[src/rtl/pipes_pkg.sv]
// Shared pipeline payload types and defaults for the pipe stage register slice.
// The stage itself is payload-agnostic; these types size its WIDTH at call sites.
package pipes_pkg;

    localparam int unsigned STALL_CNT_W = 32;

    typedef struct packed {
        logic [31:0] pc;
        logic [31:0] instr;
    } fetch_data_t;

    typedef struct packed {
        logic [31:0] pc;
        logic [4:0]  rd;
        logic [26:0] ctrl;
    } decode_data_t;

    localparam int unsigned FETCH_DATA_W  = $bits(fetch_data_t);
    localparam int unsigned DECODE_DATA_W = $bits(decode_data_t);

endpackage

[src/rtl/pipe_stage_reg_sat_counter.sv]
// Saturating up-counter with synchronous clear; holds at all-ones instead of wrapping.
module sat_counter #(
    parameter int unsigned WIDTH = 32
) (
    input  logic             clk,
    input  logic             reset,
    input  logic             inc,
    input  logic             clear,
    output logic [WIDTH-1:0] count
);

    logic [WIDTH-1:0] count_q;
    logic [WIDTH-1:0] count_d;

    always_comb begin
        count_d = count_q;
        if (clear) begin
            count_d = '0;
        end else if (inc && (count_q != '1)) begin
            count_d = count_q + {{(WIDTH-1){1'b0}}, 1'b1};
        end
    end

    always_ff @(posedge clk or posedge reset) begin
        if (reset) begin
            count_q <= '0;
        end else begin
            count_q <= count_d;
        end
    end

    assign count = count_q;

endmodule

[src/rtl/pipe_stage_reg.sv]
// Valid/ready pipeline register with optional skid entry, freeze/flush control
// and a saturating count of cycles in which upstream was blocked.
module pipe_stage_reg
    import pipes_pkg::*;
#(
    parameter int unsigned WIDTH = FETCH_DATA_W,
    parameter int unsigned SKID  = 1,
    parameter int unsigned CNT_W = STALL_CNT_W
) (
    input  logic             clk,
    input  logic             reset,
    input  logic             in_valid,
    input  logic [WIDTH-1:0] in_data,
    output logic             in_ready,
    output logic             out_valid,
    output logic [WIDTH-1:0] out_data,
    input  logic             out_ready,
    input  logic             freeze,
    input  logic             flush,
    output logic [1:0]       occupancy,
    output logic [CNT_W-1:0] stall_cnt
);

    logic             main_valid_q, main_valid_d;
    logic [WIDTH-1:0] main_data_q,  main_data_d;
    logic             skid_valid_q;
    logic [WIDTH-1:0] skid_data_q;
    logic             flush_pend_q, flush_pend_d;
    logic             ready_w;
    logic             xfer_in;
    logic             xfer_out;
    logic             flush_now;
    logic             stall;

    // A flush seen under freeze is parked and applied on the first unfrozen cycle.
    assign flush_now    = !freeze && (flush || flush_pend_q);
    assign flush_pend_d = freeze ? (flush_pend_q || flush) : 1'b0;
    assign xfer_in      = in_valid && ready_w;
    assign xfer_out     = main_valid_q && out_ready && !freeze;

    always_comb begin
        main_valid_d = main_valid_q;
        main_data_d  = main_data_q;
        if (!freeze) begin
            if (flush_now) begin
                main_valid_d = 1'b0;
                main_data_d  = '0;
            end else if (!main_valid_q || xfer_out) begin
                if (skid_valid_q) begin
                    main_valid_d = 1'b1;
                    main_data_d  = skid_data_q;
                end else if (xfer_in) begin
                    main_valid_d = 1'b1;
                    main_data_d  = in_data;
                end else begin
                    main_valid_d = 1'b0;
                    main_data_d  = '0;
                end
            end
        end
    end

    always_ff @(posedge clk or posedge reset) begin
        if (reset) begin
            main_valid_q <= 1'b0;
            main_data_q  <= '0;
            flush_pend_q <= 1'b0;
        end else begin
            main_valid_q <= main_valid_d;
            main_data_q  <= main_data_d;
            flush_pend_q <= flush_pend_d;
        end
    end

    generate
        if (SKID != 0) begin : g_skid
            logic             skid_valid_d;
            logic [WIDTH-1:0] skid_data_d;

            // Skid only fills while main is held; it drains into main on any free slot.
            always_comb begin
                skid_valid_d = skid_valid_q;
                skid_data_d  = skid_data_q;
                if (!freeze) begin
                    if (flush_now || !main_valid_q || xfer_out) begin
                        skid_valid_d = 1'b0;
                        skid_data_d  = '0;
                    end else if (xfer_in) begin
                        skid_valid_d = 1'b1;
                        skid_data_d  = in_data;
                    end
                end
            end

            always_ff @(posedge clk or posedge reset) begin
                if (reset) begin
                    skid_valid_q <= 1'b0;
                    skid_data_q  <= '0;
                end else begin
                    skid_valid_q <= skid_valid_d;
                    skid_data_q  <= skid_data_d;
                end
            end

            assign ready_w = !reset && !freeze && !skid_valid_q;
        end else begin : g_no_skid
            assign skid_valid_q = 1'b0;
            assign skid_data_q  = '0;
            assign ready_w      = !reset && !freeze && (!main_valid_q || out_ready);
        end
    endgenerate

    assign stall = in_valid && !ready_w;

    sat_counter #(
        .WIDTH(CNT_W)
    ) u_stall_cnt (
        .clk  (clk),
        .reset(reset),
        .inc  (stall),
        .clear(1'b0),
        .count(stall_cnt)
    );

    assign in_ready  = ready_w;
    assign out_valid = main_valid_q;
    assign out_data  = main_data_q;
    assign occupancy = {1'b0, main_valid_q} + {1'b0, skid_valid_q};

endmodule

[config.mk]
export PLATFORM = sky130hd
export DESIGN_NAME = pipe_stage_reg
export DESIGN_NICKNAME = d
export VERILOG_FILES = /design/src/rtl/pipes_pkg.sv /design/src/rtl/pipe_stage_reg_sat_counter.sv /design/src/rtl/pipe_stage_reg.sv
export SDC_FILE = /design/constraint.sdc
export NUM_CORES = 1
export LEC_CHECK = 0
export ABC_CLOCK_PERIOD_IN_PS = 9400
export BUFFER_PORTS_ARGS = -buffer_cell sky130_fd_sc_hd__clkbuf_2
export CAP_MARGIN = 0
export CORE_MARGIN = 4
export CORE_UTILIZATION = 35
export CTS_CLUSTER_SIZE = 10
export DETAILED_ROUTE_END_ITERATION = 10
export PLACE_DENSITY = 0.54
export SLEW_MARGIN = 20
export SYNTH_ARGS = -nofsm -noshare
export SYNTH_HDL_FRONTEND = slang
export SYNTH_SLANG_ARGS = --single-unit
[constraint.sdc]
create_clock -name clk -period 9.4 [get_ports clk]
set_input_delay 1.41 -clock clk [delete_from_list [all_inputs] [get_ports clk]]
set_output_delay 1.41 -clock clk [all_outputs]
set_load 0.03 [all_outputs]
==> results.yml, run 1 <==
clocking:
  cts-buffers-inserted: 17
  postCtsSetupBuffers: 0
  clk_pin_slew_ps: 60
  h-tree-depth: 4
  cts_tree: "yes"
  cts_root_buffer: "clkbuf_16"
  clock_latency_ps: 430
  cts_hold_buf: 0
  ctsResizeCount: 0
  clockBufferDepth: 2
  cts.sink_count: 163
global_routing:
  grt_pass1_wl_um: 31180
  antenna_found_initial: 0
  grt_max_degree: 86
  gr-usage-all-layers: 0.1799
  grt_pass1_vias: 5685
  grt.overflow.total: 0
min_path:
  min_path_type: "flop to flop"
die:
  start_util: 0.3583
  core_area_sq_um: 18830
  rows: 50
  die_area_sq_um: 21560
  die_h_um: 146.8
  die_w_um: 146.8
  pin_count: 170
power:
  pwr_density_cell_nw_per_um2: 194.2
  leakagePower_nw: 3.968
  clockPowerShare: 0.440
  power.share.switching: 0.2677
  intPower_mw: 1.195
  vdd.ir_drop.worst_v: 0.0001311
  combPwrFrac: 0.101
  seqPwrFrac: 0.459
  power.switching_uw: 436.8
yosys:
  synth_top_family_by_area: "compound AO/OA/AOI/OAI gates"
  synth_cells: 586
  synth_fa_ha_area_frac: 0.003709
  yosys.area_share.simple: 0.1035
  synth_area_per_cell_sq_um: 11.51
  ys_seq_elements: 163
  synth-compound-area-share: 0.2185
  ys.flop_type: "dfrtp_1"
  synth_edf_count: 0
  netlist_area_sq_um: 6746
  synthMuxAreaShare: 0.005007
  yosys.area_share.xor_xnor: 0.03505
  async_flop_share: 1.000
  yosysWarnings: 0
  seq_area_frac_synth: 0.6046
  synthDistinctLibCells: 41
  synth.net_count: 658
job:
  maxCapViolCount: 0
finish:
  post-route-util: 0.4461
  fillers: 1815
  area_growth_pct: 24.52
  register_area_sq_um: 4080
  layout.nets: 809
  drive_gt1_frac: 0.2947
  multi_input_area_sq_um: 2487
  diodes: 0
timing:
  fin_skew_ps: 9.798
  maxSlewHeadroom: 0.4366
  setup_tns_ps: 0
  setup_slack_ps: 5818
  finalSetupViolCount: 0
  rsz0062_at_grt: "no"
  timing.fmax_mhz: 279.2
  fin_crit_sh: 0.3810
  holdWs_ps: 483.3
  post-route-min-period_ps: 3582
  slew_viol_final: 0
  worstMarginPinSlew_ps: 845.1
  hold_viol: 0
critical_path:
  end_kind: "primary output"
  start_kind: "primary input"
  critical_path_class: "primary input to primary output"
  worstPathRequired_ps: 7990
  critPathMaxFanout: 8
  cp.arrival_ps: 2170
routing:
  routedWlPerCell_um: 18.67
  firstDrtPassIters: 5
  drc_errors: 0
  ant_nets: 0
  routed_wl_um: 18860
  vias_per_cell: 5.365
  vias: 5419
  dr.first_iter.drc_count: 380
placement:
  pre_cts_ws_ps: 5619
  io_buffers: 169
  globalplace.congestion: 0.8143
  place_hpwl_um: 11640
outcome:
  outcome: "completed"
-- power by group through the flow --
stage | Sequential, mW | Clock (mW) | Combinational [mW]
after CTS | 0.748 | 0.730 | 0.167
after global placement | 0.759 | 0 | 0.164
after detailed placement | 0.761 | 0 | 0.166
after floorplan | 0.791 | 0 | 0.0654
final | 0.749 | 0.719 | 0.165
after global routing | 0.751 | 0.767 | 0.181
-- path summary, 6_finish.rpt --
kind | start | end | slack, ps | depth (start not counted)
max reg2reg | flush_pend_q | out_data[31] | 6790 | 5
min in group asynchronous | reset | u_stall_cnt.count[19] | 1170 | 2
min | out_data[3] | out_data[3] | 480 | 2
max in group asynchronous | reset | skid_valid_q | 7000 | 3
min reg2reg | out_data[3] | out_data[3] | 480 | 2
max | freeze | in_ready | 5820 | 3
-- sequential cells by signal, summed over array words and instances, names as in the netlist --
signal / cells
out_valid: 1
skid_data_q: 64
flush_pend_q: 1
skid_valid_q: 1
u_stall_cnt.count: 32
out_data: 64
-- cells in the final DEF, fill, tap and decap left out, drive strengths merged --
cell,count
mux2,3
a21oi,3
a21boi,1
o311a,1
nand3,18
nor3,4
a22o,64
bufinv,3
clkbuf,190
clkinv,5
nor4b,1
dfrtp,163
nand2,74
nor2,10
nand4,14
a21o,1
xor2,4
and4,4
o41ai,1
buf,6
a211oi,1
and2,2
inv,2
a22oi,64
ha,2
xnor2,23
clkinvlp,2
nand2b,1
nor4,2
o21a,1
o31ai,1
or3,3
a31oi,3
and3,8
o21ai,65
-- layer usage --
layer	vias to the layer above	share of wire	wire length, um	GRT usage
li1	2473	-	-	-
met1	2729	0.48	8960	0.2579
met2	196	0.44	8284	0.2660
met3	21	0.071	1336	0.04781
met4	0	0.015	279	0.05833
met5	-	0	0	0
-- cell type report --
class                      instances  share of cell area
multi-input combinational        379              0.2961
inverter                           1            0.001043
timing repair buffer             175              0.1065
tap                              260             0.03873
clock inverter                    11             0.01832
sequential                       163              0.4857
clock buffer                      21             0.05362
-- Yosys cell counts (4+ instances only) --
cell type | count | share of area
nand3_1 | 18 | 0.013
buf_2 | 19 | 0.014
and4_1 | 4 | 0.0052
dfrtp_1 | 163 | 0.60
nand4_1 | 13 | 0.012
nor2_1 | 9 | 0.0050
clkbuf_1 | 21 | 0.012
xor2_1 | 4 | 0.0052
nand2_1 | 74 | 0.041
and3_1 | 8 | 0.0074
a22o_1 | 64 | 0.083
a22oi_1 | 64 | 0.071
o21ai_0 | 65 | 0.048
xnor2_1 | 23 | 0.030
-- cells by family after synthesis --
group | Yosys count
AO/OA/AOI/OAI | 206
XOR/XNOR | 27
adder cells (fa/ha/maj) | 2
buffers and inverters | 44
AND/OR/NAND/NOR | 141
flip-flops | 163
multiplexers | 3
-- per-stage QoR --
stage,cells,cell area (sq um),power (mW)
global route,1010,8401,1.699
CTS,1010,8397,1.645
finish,1010,8401,1.632
detailed placement,978,7792,0.9272
global placement,978,7789,0.9232
floorplan,586,6746,0.8562
-- critical path: stages --
cell and delay (ps):
clkbuf_2 150, nor3_1 340, clkbuf_2 270
Power figures use the tool's default switching activity.
==> inputs of run 2 (changes only) <==
ABC_CLOCK_PERIOD_IN_PS = 3100   (was 9400)
PLACE_DENSITY = 0.57   (was 0.54)
clock period = 3.1 ns   (was 9.4 ns; I/O delays follow)
==> run 2 against run 1 <==
Effect of this change:
- setup slack got worse by 4900 ps
- flip-flop and latch count unchanged
- worst hold slack got worse by 250 ps
- non-clock buffer count increased by 1
- design area increased by 0.79%
- combinational power increased to 2.9 times the previous value
- core utilization increased by 0.35 points
- largest power group unchanged
- highest routed layer unchanged
==> results.yml, run 2 (synthesis results as in run 1) <==
outcome:
  outcome: "completed"
finish:
  final_common_cell: "clkbuf_2"
  layout.nets: 810
  drive_gt1_frac: 0.2996
  most-common-layout-cells: "clkbuf_2 (169), dfrtp_1 (162), nand2_1 (74), o21ai_0 (65)"
  fin_area_sq_um: 8467
  area_growth_pct: 25.50
min_path:
  min_path_type: "primary input to async pin"
timing:
  worstMarginPinSlew_ps: 791.4
  setup_slack_ps: 930.9
  timing.fmax_mhz: 461.0
  maxSlewHeadroom: 0.4724
  setup_tns_ps: 0
  hold_viol: 0
  fin_skew_ps: 11.39
  rsz0062_at_grt: "no"
  slew_viol_final: 0
  fin_crit_sh: 0.6997
  post-route-min-period_ps: 2169
  finalSetupViolCount: 0
power:
  vdd.ir_drop.worst_v: 0.0003681
  leakagePower_nw: 3.988
  pwr_density_cell_nw_per_um2: 588.5
critical_path:
  cp.arrival_ps: 2460
  critical_path_class: "flop to flop"
  end_kind: "flop"
  cp_top_family: "simple AND/OR/NAND/NOR gates"
  path_cells: "ha_1 > nand3_1 > or3_1 > nor4_2 > nand4_1 > mux2_1"
  worst_r2r_startpoint: "u_stall_cnt.count[0]"
  worst-r2r-cell-count: 6
  r2r_setup_slack_ps: 930
  crit_slowest_cell: "dfrtp_1"
  worstPathRequired_ps: 3390
  start_kind: "flop"
  crit_buf_inv: 0
  cpPeakStageDelay_ps: 460
  critPathMaxFanout: 4
  worstReg2RegEnd: "u_stall_cnt.count[30]"
  worst-path-stages: 6
placement:
  placed_area_sq_um: 7833
  io_buffers: 169
  globalplace.congestion: 0.8360
  place_hpwl_um: 11690
  pre_cts_ws_ps: 618.6
routing:
  drc_errors: 0
  ant_nets: 0
  firstDrtPassIters: 5
  routedWlPerCell_um: 18.28
  vias_per_cell: 5.372
  vias: 5436
  dr.first_iter.drc_count: 312
  routed_wl_um: 18500
die:
  core_area_sq_um: 18830
  die_h_um: 146.8
  start_util: 0.3583
  pin_count: 170
  die_w_um: 146.8
  rows: 50
  die_area_sq_um: 21560
global_routing:
  antenna_found_initial: 1
  grt_pass1_vias: 5663
  grt_pass1_wl_um: 30310
  grt_max_degree: 109
  gr-usage-all-layers: 0.1735
  grt.overflow.total: 0
clocking:
  cts_hold_buf: 0
  clk_pin_slew_ps: 60
  cts.sink_count: 163
  postCtsSetupBuffers: 0
  h-tree-depth: 4
  cts_tree: "yes"
  cts_root_buffer: "clkbuf_16"
  clockBufferDepth: 2
  clock_latency_ps: 420
  cts-buffers-inserted: 17
  ctsResizeCount: 0
job:
  maxCapViolCount: 0
## run 2: layout make-up
cell class,instances,area (sq um)
Fill cell,1766,10360
Sequential cell,163,4080
Multi-Input combinational cell,379,2487
Timing Repair Buffer,176,935.9
Clock buffer,21,480.5
Tap cell,260,325.3
Clock inverter,11,147.6
Inverter,1,7.507
Antenna cell,1,2.502
## run 2: worst max-delay path by stage
stage | startpoint | end | slack, ps
global placement | flush | out_data[10] | 770
detailed placement | flush | out_data[6] | 620
floorplan | reset | flush_pend_q | 560
CTS | flush_pend_q | out_data[55] | 820
finish | u_stall_cnt.count[0] | u_stall_cnt.count[30] | 930
global route | u_stall_cnt.count[0] | u_stall_cnt.count[30] | 810
## run 2: metal layers
layer,wire (um),vias to the layer above,GRT usage
met2,8365,204,0.2574
met5,0,-,0
met3,1493,21,0.05799
li1,-,2475,-
met1,8266,2736,0.2382
met4,369,0,0.06115
## run 2: where the power goes
| part | total, mW | switching (mW) | internal (mW) |
|---|---|---|---|
| Sequential | 2.28 | 0.0888 | 2.19 |
| Combinational | 0.481 | 0.339 | 0.142 |
| Clock | 2.22 | 0.866 | 1.36 |
## run 2: per-stage QoR
step           cells  utilization  hold WS (ps)  power (mW)
5_1_grt         1012       0.4496         267.5       5.195
4_1_cts         1011       0.4493         263.5       5.044
2_1_floorplan    586            -         470.9       2.597
3_3_place_gp     979       0.4159         463.2       2.792
6_report        1012       0.4496         230.1       4.983
3_5_place_dp     979       0.4159         470.0       2.805
## run 2: worst reg2reg max path, delay by kind of cell, from the launching register on
kind          cells  cell delay (ps)
flops             1              460
fa+ha+maj         1              270
mux               1              330
simple gates      4             1010
